### config.mk
export PLATFORM = sky130hd
export DESIGN_NAME = pc_ctrl
export DESIGN_NICKNAME = d
export VERILOG_FILES = /design/src/rtl/pc_pkg.sv /design/src/rtl/pc_ras.sv /design/src/rtl/pc_ctrl.sv
export SDC_FILE = /design/constraint.sdc
export NUM_CORES = 1
export LEC_CHECK = 0
export ABC_AREA = 1
export BUFFER_PORTS_ARGS = -buffer_cell sky130_fd_sc_hd__buf_2
export CORE_AREA = 2 2 106 82
export DETAILED_ROUTE_END_ITERATION = 8
export DIE_AREA = 0 0 108 84
export PLACE_DENSITY = 0.63
export SETUP_SLACK_MARGIN = 0.1
export SYNTH_ARGS = -nofsm -noshare
export SYNTH_HDL_FRONTEND = slang
export SYNTH_SLANG_ARGS = --single-unit
### constraint.sdc
create_clock -name clock -period 2.2 [get_ports clock]
set_input_delay 0.11 -clock clock [delete_from_list [all_inputs] [get_ports clock]]
set_output_delay 0.11 -clock clock [all_outputs]
set_load 0.005 [all_outputs]
### src/rtl/pc_pkg.sv
// Shared definitions for the program-counter controller: op encoding and
// the internal next-address source selector.
package pc_pkg;

  localparam logic [2:0] OP_INC    = 3'd0;
  localparam logic [2:0] OP_HOLD   = 3'd1;
  localparam logic [2:0] OP_JUMP   = 3'd2;
  localparam logic [2:0] OP_BRANCH = 3'd3;
  localparam logic [2:0] OP_CALL   = 3'd4;
  localparam logic [2:0] OP_RET    = 3'd5;

  typedef enum logic [2:0] {
    SRC_HOLD,
    SRC_SEQ,
    SRC_TARGET,
    SRC_BRANCH,
    SRC_POP
  } addr_src_e;

endpackage

### src/rtl/pc_ras.sv
// Return-address stack: a small LIFO that silently ignores push-when-full
// and pop-when-empty. The top of stack is presented combinationally.
module pc_ras
  import pc_pkg::*;
#(
  parameter int WIDTH = 8,
  parameter int DEPTH = 4
) (
  input  logic                         clock,
  input  logic                         reset,
  input  logic                         push,
  input  logic                         pop,
  input  logic [WIDTH-1:0]             din,
  output logic [WIDTH-1:0]             dout,
  output logic [$clog2(DEPTH+1)-1:0]   count,
  output logic                         full,
  output logic                         empty
);

  localparam int CW = $clog2(DEPTH + 1);
  localparam int IW = (DEPTH > 1) ? $clog2(DEPTH) : 1;
  localparam logic [CW-1:0] ONE  = CW'(1);
  localparam logic [CW-1:0] FULL = CW'(DEPTH);

  logic [WIDTH-1:0] r_stack [DEPTH];
  logic [CW-1:0]    r_count;
  logic [CW-1:0]    w_top;
  logic             w_doPush;
  logic             w_doPop;

  assign full     = (r_count == FULL);
  assign empty    = (r_count == '0);
  assign w_doPush = push && !full;
  assign w_doPop  = pop && !empty && !push;
  assign w_top    = r_count - ONE;
  assign dout     = r_stack[w_top[IW-1:0]];
  assign count    = r_count;

  always_ff @(posedge clock or negedge reset) begin
    if (!reset) begin
      r_count <= '0;
    end else if (w_doPush) begin
      r_count <= r_count + ONE;
    end else if (w_doPop) begin
      r_count <= r_count - ONE;
    end
  end

  // Entry storage needs no reset: only slots below r_count are ever read.
  always_ff @(posedge clock) begin
    if (w_doPush) begin
      r_stack[r_count[IW-1:0]] <= din;
    end
  end

endmodule

### src/rtl/pc_ctrl.sv
// Program-counter controller: next-address selection, the PC register,
// sticky RAS error flags and the return-address stack instance.
module pc_ctrl
  import pc_pkg::*;
#(
  parameter int WIDTH      = 8,
  parameter int OFF_W      = 8,
  parameter int STEP       = 1,
  parameter int DEPTH      = 4,
  parameter int RESET_ADDR = 0
) (
  input  logic                         clock,
  input  logic                         reset,
  input  logic [2:0]                   op,
  input  logic                         stall,
  input  logic [WIDTH-1:0]             target,
  input  logic [OFF_W-1:0]             offset,
  input  logic                         clear_err,
  output logic [WIDTH-1:0]             address,
  output logic [$clog2(DEPTH+1)-1:0]   ras_count,
  output logic                         ras_full,
  output logic                         ras_empty,
  output logic                         overflow,
  output logic                         underflow
);

  logic [WIDTH-1:0] r_address;
  logic             r_overflow;
  logic             r_underflow;

  addr_src_e        w_src;
  logic             w_push;
  logic             w_pop;
  logic             w_setOvf;
  logic             w_setUnf;
  logic             w_clear;
  logic [WIDTH-1:0] w_seq;
  logic [WIDTH-1:0] w_offExt;
  logic [WIDTH-1:0] w_branch;
  logic [WIDTH-1:0] w_popAddr;
  logic [WIDTH-1:0] w_nextAddr;
  logic             w_rasFull;
  logic             w_rasEmpty;

  assign w_seq    = r_address + WIDTH'(STEP);
  assign w_offExt = WIDTH'($signed(offset));
  assign w_branch = r_address + w_offExt;
  assign w_clear  = clear_err && !stall;

  // Decode: stall masks every op, so no push, pop or flag set can leak through.
  always_comb begin
    w_src    = SRC_HOLD;
    w_push   = 1'b0;
    w_pop    = 1'b0;
    w_setOvf = 1'b0;
    w_setUnf = 1'b0;
    if (!stall) begin
      case (op)
        OP_INC:    w_src = SRC_SEQ;
        OP_JUMP:   w_src = SRC_TARGET;
        OP_BRANCH: w_src = SRC_BRANCH;
        OP_CALL: begin
          w_src    = SRC_TARGET;
          w_push   = 1'b1;
          w_setOvf = w_rasFull;
        end
        OP_RET: begin
          if (w_rasEmpty) begin
            w_src    = SRC_SEQ;
            w_setUnf = 1'b1;
          end else begin
            w_src = SRC_POP;
            w_pop = 1'b1;
          end
        end
        default:   w_src = SRC_HOLD;
      endcase
    end
  end

  always_comb begin
    w_nextAddr = r_address;
    case (w_src)
      SRC_SEQ:    w_nextAddr = w_seq;
      SRC_TARGET: w_nextAddr = target;
      SRC_BRANCH: w_nextAddr = w_branch;
      SRC_POP:    w_nextAddr = w_popAddr;
      default:    w_nextAddr = r_address;
    endcase
  end

  always_ff @(posedge clock or negedge reset) begin
    if (!reset) begin
      r_address <= WIDTH'(RESET_ADDR);
    end else begin
      r_address <= w_nextAddr;
    end
  end

  // A new error in the same cycle as clear_err takes priority over the clear.
  always_ff @(posedge clock or negedge reset) begin
    if (!reset) begin
      r_overflow  <= 1'b0;
      r_underflow <= 1'b0;
    end else begin
      if (w_setOvf) begin
        r_overflow <= 1'b1;
      end else if (w_clear) begin
        r_overflow <= 1'b0;
      end
      if (w_setUnf) begin
        r_underflow <= 1'b1;
      end else if (w_clear) begin
        r_underflow <= 1'b0;
      end
    end
  end

  pc_ras #(
    .WIDTH (WIDTH),
    .DEPTH (DEPTH)
  ) u_ras (
    .clock (clock),
    .reset (reset),
    .push  (w_push),
    .pop   (w_pop),
    .din   (w_seq),
    .dout  (w_popAddr),
    .count (ras_count),
    .full  (w_rasFull),
    .empty (w_rasEmpty)
  );

  assign address   = r_address;
  assign ras_full  = w_rasFull;
  assign ras_empty = w_rasEmpty;
  assign overflow  = r_overflow;
  assign underflow = r_underflow;

endmodule

Yosys cells after proc, flatten, opt, wreduce, memory -nomap -nowiden:

Memory sizes are Yosys's and may differ from the RTL's.
Cells that the tools add are included.

* flip-flop bits (word level): 13
* RAM bits: 32
* input port bits: 23
* output and inout port bits: 15
* logic and storage cells: 54
* memories: 1

Memory list
* u_ras.r_stack: words 4, bits a word 8, read ports 1, clocked after memory_dff 0, write ports 1, RTL line pc_ras.sv:25 `logic [WIDTH-1:0] r_stack [DEPTH];`

* add/subtract/negate cells: 4
* equal/unequal tests: 9
* multiplexer cells: 21
* reduce and logical (&&, ||, !) cells: 15

Operators by type and width (count)
* $pmux 8 s4: 1
* $mux 1: 15
* $eq 3x2->1 const B: 4
* $eq 3x3->1 const B: 4
* $mux 3: 4
* $pmux 3 s4: 1
* $add 8x1->8 const B: 1
* $add 8x8->8: 1
* $logic_not 3->1: 2
* $reduce_bool 2->1: 3
* $logic_and 1x1->1: 4
* $logic_not 1->1: 4
* $reduce_bool 4->1: 1
* $add 3x1->3 const B: 1
* $eq 3x1->1 const B: 1
* $sub 3x1->3 const B: 1
* $reduce_or 2->1: 1

Longest topological paths before layout:

Gate-level depths: netlist (run 1).

* depth after elaboration: 8
* gate-level depth with buffers: 13
* mapped depth without buffers: 13

Cells and area by module:

From an unflattened synthesis (run 1), not the netlist that was laid out.

* cell total of the unflattened synthesis: 329
* area total of the unflattened synthesis: 2777.7 µm²

Modules (own cells, without submodules)
* pc_ras: times used 1, cells an instance 126, area each 1515.2 µm², sequential area each 1036.0 µm²
* pc_ctrl: times used 1, cells an instance 203, area each 1262.5 µm², sequential area each 250.2 µm²

Worst setup path after synthesis (run 1):

Ideal clock, no wire load.

* kind: register -> register
* from: register u_ras.r_count[0] (netlist: u_ras.count[0])
* to: register u_ras.r_count[2] (netlist: u_ras.count[2])
* library setup time: 128 ps
* arrival: 1858 ps
* required time: 2072 ps
* path slack: 214 ps
* stages on the path, launching flop included: 10
* cells stage by stage: dfrtp_1 -> buf_4 -> inv_2 -> buf_4 -> ha_1 -> nand2_1 -> nand2_1 -> nor2_1 -> a21oi_1 -> xor2_1

* cells in the longest elaborated chain, start to end: 7
* elaborated cells between the ends (all ways): 15
* those cells by class: add/sub (2); eq/ne (1); mux (5); reduce/logical (7)

Ends and longest elaborated chain
* from (decl): RTL line pc_ras.sv:26 `logic [CW-1:0] r_count;`
* from (signal assigned): RTL line pc_ras.sv:43 `r_count <= r_count + ONE;`
* from (signal assigned): RTL line pc_ras.sv:45 `r_count <= r_count - ONE;`
* $logic_not 3->1: RTL line pc_ras.sv:32 `assign empty = (r_count == '0);`
* $mux 1: RTL line pc_ctrl.sv:68 `if (w_rasEmpty) begin`
* $mux 1: RTL line pc_ctrl.sv:58 `case (op)`
* $mux 1: RTL line pc_ctrl.sv:57 `if (!stall) begin`
* $logic_and 1x1->1 (2 in series): RTL line pc_ras.sv:34 `assign w_doPop = pop && !empty && !push;`
* $reduce_bool 2->1 (no line)

Parallel ways exist; a longest one is shown, timed or not. The select of a mux whose other input is x is not followed.
A chain may end at the register's enable or synchronous reset.

Worst setup path after layout (run 1):

* from: register r_address[0] (netlist: address[0])
* to: register r_address[6] (netlist: address[6])

* cells in the longest elaborated chain, start to end: 2
* elaborated cells between the ends (all ways): 3
* those cells by class: add/sub (2); mux (1)

Ends and longest elaborated chain
* from (decl): RTL line pc_ctrl.sv:27 `logic [WIDTH-1:0] r_address;`
* from (signal assigned): RTL line pc_ctrl.sv:94 `r_address <= WIDTH'(RESET_ADDR);`
* from (signal assigned): RTL line pc_ctrl.sv:96 `r_address <= w_nextAddr;`
* $add 8x8->8 or $add 8x1->8 (tied branches): RTL line pc_ctrl.sv:47, pc_ctrl.sv:45
* $pmux 8 s4 *: RTL line pc_ctrl.sv:83 `case (w_src)`

Mark *: on every way between the ends. The rest lies on a longest branch, timed or not.

==> results.txt, run 1 <==
----------------------------------------------------
[Yosys]
  Synthesized-area fraction occupied by and/or/nand/nor cells ... 0.3117
  Adder-Cell Fraction of Synth Area ... 0.06633
  Share of async-settable or async-resettable flops after synthesis ... 0.2889
  Number of flops mapped to enable cells by yosys ... 32
  Share of synthesized area occupied by flip-flops and latches ... 0.4671
  Parity-gate share of the synthesized area counting xor and xnor cells ... 0.02544
  Avg Cell Area, Syn ... 8.124 µm²
  Primary flip-flop cell chosen by synthesis mapping ... edfxtp_1
  Syn_nets ... 376
  Cell variety after synth ... 31
  Portion of netlist area occupied by mux cells ... 0
  Number of standard cells after synthesis ... 339
  Combinational family with the most area after synthesis ... simple AND/OR/NAND/NOR gates
  Synth warn ... 0
  Area fraction in compound gates after synthesis ... 0.04861
  Mapped Area ... 0.002754 mm²
  Flop and latch count out of synthesis ... 45

[Clock network]
  Number of H-tree branching levels ... 2
  Clock Sinks ... 45
  Clock buffer depth ... 2
  Setup bufs post-CTS ... 0
  Inserted Clock Buffers ... 5
  Library cell used as clock root buffer ... clkbuf_8
  Quantity of gates resized following cts ... 0
  Clock network latency to the later pin of the worst-skew pair ... 0.30 ns
  CTS clock-pin slew for the worst setup and hold paths ... 0.09 ns
  TritonCTS clock tree ... yes

[Worst setup path]
  Startpoint class of the critical path ... flop
  Worst r2r src ... address[0]
  Launching element of the worst setup path ... address[0]
  Required time at the worst-slack endpoint ... 2.40 ns
  Critical Path End Type ... flop
  Crit Path Class ... flop to flop
  Max FO, Critical Path ... 6
  Critical path data arrival time ... 2.10 ns

[Pwr]
  Combinational share of power ... 0.466
  Pint ... 2.070 mW
  Power per standard cell area ... 1118 mW/mm²
  Sw Share ... 0.4269
  Largest vdd supply drop ... 0.7904 mV
  Total Power Consumption ... 3.611 mW
  Clock Power Share ... 0.182
  Lkg Pwr ... 1.625 nW
  Sequential power share ... 0.351
  Switching power ... 1.542 mW

[Floorplanning]
  Overall die height ... 84 µm
  Horizontal extent of the die ... 108 µm
  Initial core utilization ... 0.3373
  DIE AREA ... 0.009072 mm²
  Row count ... 29
  Core outline area ... 0.008164 mm²
  Number of top-level design ports ... 38

[Drt]
  Routed wire length ... 6703 µm
  Detail Route Antenna Nets ... 0
  First drt pass iteration count ... 4
  Total number of vias ... 2329
  Number of DRC violations after detailed routing ... 0
  Wire length per cell ... 13.51 µm
  Count of routing violations after the opening detailed-route iteration ... 190
  Vias per inst ... 4.696

[Final layout]
  Layout cell share with drive strength beyond 1 ... 0.1804
  Area growth from synthesis to layout ... 17.26%
  Post-layout nets ... 424
  Final cell area excluding filler cells ... 0.003229 mm²
  Final non-filler cell total ... 496
  Number of antenna cells inserted ... 0

[Place]
  Total instance count after detailed placement ... 487
  Last weighted congestion value of the routability-driven placer ... 0.9328
  Post-DP HPWL ... 5162 µm
  PortBufs ... 37
  Placement Cell Area ... 0.003103 mm²
  Placement Setup Slack ... 0.3184 ns

[Timing]
  Clock skew ... 0.008039 ns
  Setup total negative slack ... 0 ns
  RSZ-0062 raised after global routing ... no
  Transition at the pin with the smallest max-transition slack ... 0.4298 ns
  Final setup viols ... 0
  Final slew viol count ... 0
  Final hold violation count ... 0
  Max Freq ... 526.9 MHz
  Period minus WS final ... 1.898 ns
  Worst path setup slack after routing ... 0.3022 ns
  Portion of the clock cycle consumed by the worst path in the final layout ... 0.8626
  Normalized max-slew margin ... 0.7125

[GRT]
  Number of antenna violations at the first check in global routing ... 0
  Overall fraction of global-route tracks in use ... 0.1530
  Largest net degree at the start of global routing ... 22
  Global route total overflow ... 0
  Number of global-route vias before repair ... 2196
  Global-route wire length before repair ... 10990 µm

[Flow run]
  Number of violations of the max-capacitance limit ... 0

[Min path]
  Hold wc startpoint ... stall
  Type of the most critical hold path ... primary input to flop

[Outcome]
  Run status ... completed

----------------------------------------------------
## cells in the final DEF (no fill, tap or decap), types with 2 or more instances in the layout
| master | instances |
|---|---|
| nand3b_1 | 2 |
| nand3_4 | 2 |
| inv_6 | 2 |
| o21ai_0 | 14 |
| edfxtp_1 | 32 |
| clkbuf_8 | 5 |
| ha_1 | 13 |
| nor2_4 | 3 |
| nand4_1 | 4 |
| dfrtp_1 | 13 |
| buf_2 | 37 |
| a21oi_1 | 7 |
| nand2_2 | 3 |
| nand3_1 | 29 |
| inv_2 | 4 |
| xor2_1 | 5 |
| inv_1 | 46 |
| nand2_1 | 111 |
| nor2_1 | 33 |
| xnor2_1 | 3 |
| buf_4 | 7 |
## layout make-up
class	count	area, µm²
multi-input cells	238	1245
well taps	108	135.1
clock buffers	5	68.82
clock inverters	3	47.55
repair buffers	45	247.7
fillers	876	4935
inverters	52	198.9
flip-flops and latches	45	1286
## sequential cells by signal, indices dropped and copies added (netlist names)
signal	flops
u_ras.count	3
address	8
overflow	1
u_ras.r_stack	32
underflow	1
## power groups by stage
stage / Combinational [mW] / Clock, mW / Sequential (mW)
6_report: 1.68 / 0.659 / 1.27
3_3_place_gp: 1.68 / 0 / 1.28
5_1_grt: 1.94 / 0.709 / 1.29
2_1_floorplan: 1.16 / 0 / 1.26
4_1_cts: 1.70 / 0.670 / 1.27
3_5_place_dp: 1.69 / 0 / 1.29
## cell families (layout without fill, tap and decap cells)
kind of cell             Yosys count  in the layout
adder cells (fa/ha/maj)           14             14
AO/OA/AOI/OAI                     25             25
buffers and inverters             56            105
flip-flops                        45             45
AND/OR/NAND/NOR                  191            191
XOR/XNOR                           8              8
## Yosys cell counts (3+ instances only)
cell | count | area, µm²
a21oi_1 | 7 | 35.03
dfrtp_1 | 13 | 325.3
edfxtp_1 | 32 | 960.9
ha_1 | 13 | 162.7
inv_1 | 46 | 172.7
inv_2 | 4 | 15.01
nand2_1 | 111 | 416.7
nand2_2 | 3 | 18.77
nand3_1 | 29 | 145.1
nand4_1 | 4 | 25.02
nor2_1 | 33 | 123.9
nor2_4 | 3 | 33.78
o21ai_0 | 14 | 70.07
xnor2_1 | 3 | 26.28
xor2_1 | 5 | 43.79
## timing repair
| action | in CTS | in global routing |
|---|---|---|
| hold endpoints to repair | 13 | 0 |
| setup endpoints to repair | 0 | 0 |
| hold buffers | 1 | 0 |
## through the flow
stage                     hold slack (ns)  utilization
final                              0.1091       0.3956
after global routing               0.1280       0.3956
after CTS                          0.1075       0.3956
after detailed placement          0.03592       0.3801
after global placement            0.02997       0.3801
after floorplan                   -0.1856            -
## path summary, 6_finish.rpt
check / endpoint / slack (ns) / depth (start not counted)
worst max-delay path: address[6] / 0.30 / 13
worst min-delay path: underflow / 0.11 / 3
worst max register to register: address[6] / 0.30 / 13
worst min register to register: underflow / 0.51 / 2
max in group asynchronous: u_ras.count[0] / 1.70 / 2
min in group asynchronous: underflow / 0.24 / 2
## metal layers
layer  vias up  track usage  share of wire  wire length, µm
li1       1181            -              -                -
met1      1087       0.2300           0.51             3388
met2        59       0.2384           0.44             2938
met3         2      0.02732          0.055              367
met4         0      0.01399         0.0013                9
met5         -            0              0                0
## worst max-delay path: stages, from the launching register on
cell	delay, ns
dfrtp_1	0.45
ha_1	0.23
inv_1	0.07
fa_1	0.35
inv_1	0.07
nand2_1	0.06
nand2_1	0.11
nand3_1	0.10
nand2_1	0.07
nand2_1	0.04
nand3_1	0.07
nand3_1	0.07
nand2_1	0.07
nand2_1	0.04
Power figures use the tool's default switching activity.
==> run 2, diff against run 1 <==
--- a/config.mk
+++ b/config.mk
@@ -7,10 +7,12 @@
 export LEC_CHECK = 0
 export ABC_AREA = 1
 export BUFFER_PORTS_ARGS = -buffer_cell sky130_fd_sc_hd__buf_2
+export CELL_PAD_IN_SITES_DETAIL_PLACEMENT = 1
+export CELL_PAD_IN_SITES_GLOBAL_PLACEMENT = 1
 export CORE_AREA = 2 2 106 82
 export DETAILED_ROUTE_END_ITERATION = 8
 export DIE_AREA = 0 0 108 84
-export PLACE_DENSITY = 0.63
+export PLACE_DENSITY = 0.77
 export SETUP_SLACK_MARGIN = 0.1
 export SYNTH_ARGS = -nofsm -noshare
 export SYNTH_HDL_FRONTEND = slang
==> results.txt, run 2 (synthesis results as in run 1) <==
----------------------------------------------------
[Clock network]
  Clock network latency to the later pin of the worst-skew pair ... 0.30 ns
  Number of H-tree branching levels ... 2
  CTS clock-pin slew for the worst setup and hold paths ... 0.10 ns
  Clock Sinks ... 45
  Library cell used as clock root buffer ... clkbuf_8
  Clock buffer depth ... 2
  Setup bufs post-CTS ... 0
  Inserted Clock Buffers ... 5
  TritonCTS clock tree ... yes

[Drt]
  Detail Route Antenna Nets ... 0
  Count of routing violations after the opening detailed-route iteration ... 85
  Number of DRC violations after detailed routing ... 0
  Vias per inst ... 4.865
  Routed wire length ... 7733 µm
  First drt pass iteration count ... 7
  Total number of vias ... 2423
  Wire length per cell ... 15.53 µm

[Worst setup path]
  Startpoint class of the critical path ... flop
  Critical Path End Type ... flop
  Required time at the worst-slack endpoint ... 2.40 ns
  Worst reg2reg setup slack ... 0.33 ns
  Critical path, cell by cell ... ha_1, inv_1, fa_1, inv_1, nand2_1, nand2_1, nand3_1, nand2_1, nand2_1, nand3_1, nand3_1, nand2_1, nand2_1
  Crit Path Class ... flop to flop
  Critical path data arrival time ... 2.07 ns
  End of the worst register-to-register path ... address[6]
  Max FO, Critical Path ... 6
  Stage delay of the slowest cell on the critical path ... 0.44 ns
  Worst r2r src ... address[0]
  Setup crit end ... address[6]
  Library cell contributing the largest single delay on the critical path ... dfrtp_2
  Launching element of the worst setup path ... address[0]
  Crit-path most repeated cell ... nand2_1
  Reg2Reg Depth ... 13

[Pwr]
  Total Power Consumption ... 3.698 mW
  Switching power ... 1.609 mW
  Pint ... 2.089 mW
  Combinational share of power ... 0.485
  Lkg Pwr ... 1.629 nW
  Sequential power share ... 0.339
  Sw Share ... 0.4350
  Clock Power Share ... 0.176
  Power per standard cell area ... 1140 mW/mm²
  Largest vdd supply drop ... 0.4288 mV

[Timing]
  Normalized max-slew margin ... 0.6993
  Final slew viol count ... 0
  Setup total negative slack ... 0 ns
  Final setup viols ... 0
  RSZ-0062 raised after global routing ... no
  Transition at the pin with the smallest max-transition slack ... 0.4478 ns
  Worst path setup slack after routing ... 0.3303 ns
  Portion of the clock cycle consumed by the worst path in the final layout ... 0.8499
  Final hold violation count ... 0
  Max Freq ... 534.9 MHz
  Post-route worst hold slack ... 0.1152 ns
  Period minus WS final ... 1.870 ns
  Clock skew ... 0.009243 ns

[Place]
  Total instance count after detailed placement ... 489
  Placement Cell Area ... 0.003118 mm²
  Last weighted congestion value of the routability-driven placer ... 0.8258
  PortBufs ... 37
  Post-DP HPWL ... 6114 µm
  Placement Setup Slack ... 0.2883 ns

[Floorplanning]
  Horizontal extent of the die ... 108 µm
  Row count ... 29
  Core outline area ... 0.008164 mm²
  Overall die height ... 84 µm
  Number of top-level design ports ... 38
  DIE AREA ... 0.009072 mm²
  Initial core utilization ... 0.3373

[Final layout]
  Area of combinational cells with multiple inputs ... 0.001245 mm²
  Share of the core filled with cells in the final layout ... 0.3974
  Flip-flop count of the largest register after layout ... 32
  Area growth from synthesis to layout ... 17.81%
  Layout cell share with drive strength beyond 1 ... 0.1872
  Count of fill cells added during filler insertion ... 1020
  Number of antenna cells inserted ... 0
  Final cell area excluding filler cells ... 0.003244 mm²
  Post-layout nets ... 426
  Leading cell types in the layout, fill and taps excluded ... nand2_1 (111), inv_1 (46), buf_2 (37), nor2_1 (33), edfxtp_1 (32)
  Most frequent standard cell in the layout excluding fill and tap cells ... nand2_1
  Sequential Area ... 0.001287 mm²
  Final non-filler cell total ... 498

[Min path]
  Type of the most critical hold path ... primary input to flop
  Cell depth of the worst hold path ... 3

[GRT]
  Number of antenna violations at the first check in global routing ... 0
  Global route total overflow ... 0
  Largest net degree at the start of global routing ... 22
  Overall fraction of global-route tracks in use ... 0.1782
  Global-route wire length before repair ... 12520 µm
  Number of global-route vias before repair ... 2442

[Flow run]
  Number of violations of the max-capacitance limit ... 0

[Outcome]
  Run status ... completed

----------------------------------------------------
==> run 2: routing by layer <==
metal  part of all wire  global-route usage  vias to the layer above
met5                  0                   0                        -
met4             0.0027             0.02098                        0
met3              0.037             0.03201                        4
met2               0.45              0.2796                       42
met1               0.51              0.2641                     1196
li1                   -                   -                     1181
==> run 2: timing repair <==
action                                  4_1_cts  5_1_grt
endpoints found under the setup margin        0        1
hold endpoints to repair                     13        0
hold buffers                                  1        0
resized for setup                             0        1
==> run 2: power groups by stage <==
stage | Sequential [mW] | Clock, mW | Combinational (mW)
after global routing | 1.28 | 0.699 | 2.05
after CTS | 1.25 | 0.655 | 1.82
after detailed placement | 1.27 | 0 | 1.81
final | 1.25 | 0.652 | 1.79
after floorplan | 1.26 | 0 | 1.16
after global placement | 1.26 | 0 | 1.73
==> run 2: how the worst min path moves through the flow <==
stage / startpoint / slack (ns) / endpoint
6_report: stall / 0.12 / overflow
5_1_grt: stall / 0.14 / underflow
4_1_cts: stall / 0.13 / overflow
3_5_place_dp: reset / 0.03 / underflow
3_3_place_gp: reset / 0.03 / overflow
2_1_floorplan: reset / -0.19 / address[0]
==> run 2: layout make-up <==
class                   count  share of cell area
flip-flops and latches     45              0.3968
clock buffers               5             0.02121
multi-input cells         238              0.3837
repair buffers             47             0.08099
clock inverters             3             0.01427
inverters                  52             0.06132
well taps                 108             0.04165
==> run 2: critical path: cells and delay by family, from the launching register on <==
kind,cells,cell delay [ns]
flops,1,0.44
simple gates,9,0.63
fa+ha+maj,2,0.55
buf+inv,2,0.14
==> run 3, diff against run 2 <==
--- a/config.mk
+++ b/config.mk
@@ -12,7 +12,7 @@
 export CORE_AREA = 2 2 106 82
 export DETAILED_ROUTE_END_ITERATION = 8
 export DIE_AREA = 0 0 108 84
-export PLACE_DENSITY = 0.77
+export PLACE_DENSITY = 0.8
 export SETUP_SLACK_MARGIN = 0.1
 export SYNTH_ARGS = -nofsm -noshare
 export SYNTH_HDL_FRONTEND = slang
==> constraint.sdc (replaced) <==
create_clock -name clock -period 1.6 [get_ports clock]
set_input_delay 0.08 -clock clock [delete_from_list [all_inputs] [get_ports clock]]
set_output_delay 0.08 -clock clock [all_outputs]
set_load 0.005 [all_outputs]
==> results.txt, run 3 (synthesis results as in run 1) <==
----------------------------------------------------
[Outcome]
  Run status ... finished with violations
  Failing checks ... negative setup slack

[Clock network]
  Number of H-tree branching levels ... 2
  Clock network latency to the later pin of the worst-skew pair ... 0.31 ns
  Clock Sinks ... 45
  Library cell used as clock root buffer ... clkbuf_8
  CTS clock-pin slew for the worst setup and hold paths ... 0.09 ns
  Clock buffer depth ... 2
  TritonCTS clock tree ... yes
  Inserted Clock Buffers ... 5

[Floorplanning]
  Initial core utilization ... 0.3373
  Row count ... 29
  Overall die height ... 84 µm
  Number of top-level design ports ... 38
  Core outline area ... 0.008164 mm²
  Horizontal extent of the die ... 108 µm
  DIE AREA ... 0.009072 mm²

[Worst setup path]
  Max FO, Critical Path ... 2
  Critical Path End Type ... flop
  Crit Path Class ... flop to flop
  Worst reg2reg setup slack ... -0.07 ns
  Required time at the worst-slack endpoint ... 1.81 ns
  Critical path data arrival time ... 1.88 ns
  End of the worst register-to-register path ... address[6]
  Worst r2r src ... address[0]
  Startpoint class of the critical path ... flop
  Reg2Reg Depth ... 13

[Drt]
  First drt pass iteration count ... 4
  Met1 Wirelength ... 3870 µm
  Total length of routed met2 wires ... 4370 µm
  Wire length per cell ... 16.91 µm
  Count of routing violations after the opening detailed-route iteration ... 81
  Top layer reached by signal wires ... met4
  Vias per inst ... 4.937
  Detail Route Antenna Nets ... 0
  Routed wire length ... 8876 µm
  Number of DRC violations after detailed routing ... 0
  Total number of vias ... 2592
  Met3 wire length ... 419 µm

[Final layout]
  Post-layout nets ... 453
  Area growth from synthesis to layout ... 36.53%
  Share of the core filled with cells in the final layout ... 0.4605
  Number of antenna cells inserted ... 0
  Flip-flop count of the largest register after layout ... 32
  Layout cell share with drive strength beyond 1 ... 0.3549
  Leading cell types in the layout, fill and taps excluded ... nand2_1 (98), inv_1 (40), buf_2 (37), edfxtp_1 (32), buf_4 (27)
  Most frequent standard cell in the layout excluding fill and tap cells ... nand2_1

[Timing]
  Period minus WS final ... 1.670 ns
  Portion of the clock cycle consumed by the worst path in the final layout ... 1.044
  Final setup viols ... 4
  Final hold violation count ... 0
  Transition at the pin with the smallest max-transition slack ... 0.3498 ns
  Worst path setup slack after routing ... -0.06964 ns
  Final slew viol count ... 0
  Clock skew ... 0.007786 ns
  RSZ-0062 raised after global routing ... yes
  Normalized max-slew margin ... 0.7668
  Max Freq ... 598.9 MHz

[Min path]
  Type of the most critical hold path ... primary input to flop
  Worst hold endpoint ... overflow
  Cell depth of the worst hold path ... 3
  Hold wc startpoint ... stall

[Pwr]
  Switching power ... 2.695 mW
  Combinational share of power ... 0.604
  Sequential power share ... 0.277
  Sw Share ... 0.4423
  Power per standard cell area ... 1621 mW/mm²
  Largest vdd supply drop ... 1.423 mV
  Total Power Consumption ... 6.094 mW
  Lkg Pwr ... 1.815 nW
  Clock Power Share ... 0.119
  Pint ... 3.399 mW

[Flow run]
  Number of violations of the max-capacitance limit ... 0

[GRT]
  Global-route wire length before repair ... 13700 µm
  Number of antenna violations at the first check in global routing ... 0
  Number of global-route vias before repair ... 2734
  Largest net degree at the start of global routing ... 22
  Overall fraction of global-route tracks in use ... 0.1988
  Global route total overflow ... 0

[Place]
  PortBufs ... 37
  Post-DP HPWL ... 6055 µm
  Last weighted congestion value of the routability-driven placer ... 0.8180

----------------------------------------------------
run 3: changes by cell type in the layout (fill, tap and decap cells not counted), sizes merged:
cell and change:
buf +27, bufinv -1, clkbuf +1, clkinv +1, clkinvlp -1
run 3: layer usage:
layer | GRT usage | up-vias
li1 | - | 1238
met1 | 0.2601 | 1259
met2 | 0.3350 | 73
met3 | 0.03981 | 22
met4 | 0.05245 | 0
met5 | 0 | -
run 3: repair_timing:
| action | 4_1_cts | 5_1_grt |
|---|---|---|
| setup buffers | 15 | 6 |
| hold endpoints to repair | 13 | 0 |
| gates cloned | 0 | 0 |
| pin swaps | 12 | 19 |
| hold buffers | 1 | 0 |
| resized for setup | 20 | 34 |
| endpoints found under the setup margin | 21 | 32 |
run 3: power by group through the flow:
stage               sequential [mW]  combinational, mW  clock [mW]
CTS                            1.65               3.36       0.717
global placement               1.66               2.73           0
finish                         1.69               3.68       0.727
detailed placement             1.67               2.87           0
floorplan                      1.74               1.82           0
global route                   1.71               4.06       0.776
run 3: worst max-delay path by stage:
stage	endpoint	startpoint
5_1_grt	address[1]	u_ras.count[0]
4_1_cts	address[6]	address[0]
3_5_place_dp	address[6]	address[0]
6_report	address[6]	address[0]
3_3_place_gp	address[6]	address[0]
2_1_floorplan	address[6]	address[0]
run 3: layout make-up:
class | instances | area, µm²
flip-flops and latches | 45 | 1286
repair buffers | 74 | 525.5
multi-input cells | 238 | 1524
fillers | 1013 | 4404
clock inverters | 2 | 10.01
well taps | 108 | 135.1
inverters | 52 | 206.4
clock buffers | 6 | 72.57
run 3: per-stage QoR:
step / worst slack, ns / hold WS, ns / instances / area [µm²] / setup TNS [ns]
after floorplan: -0.07939 / -0.2156 / 339 / 2859 / -0.4610
after global placement: -0.06487 / -0.001314 / 497 / 3266 / -0.06487
after detailed placement: -0.1636 / 0.001076 / 497 / 3266 / -0.2155
after CTS: -0.08410 / 0.07200 / 520 / 3568 / -0.2208
after global routing: -0.1748 / 0.09937 / 525 / 3760 / -0.8302
final: -0.06964 / 0.06985 / 525 / 3760 / -0.2247
run 3: critical path, stage by stage, from the launching register on:
cell and delay [ns]:
dfrtp_1 0.40, ha_4 0.15, inv_2 0.04, fa_2 0.33, inv_2 0.08, nand2_4 0.05, nand2_4 0.08, nand3_2 0.07
nand2_1 0.07, nand2_1 0.06, nand3_2 0.06, nand3_2 0.06, nand2_1 0.06, nand2_1 0.05
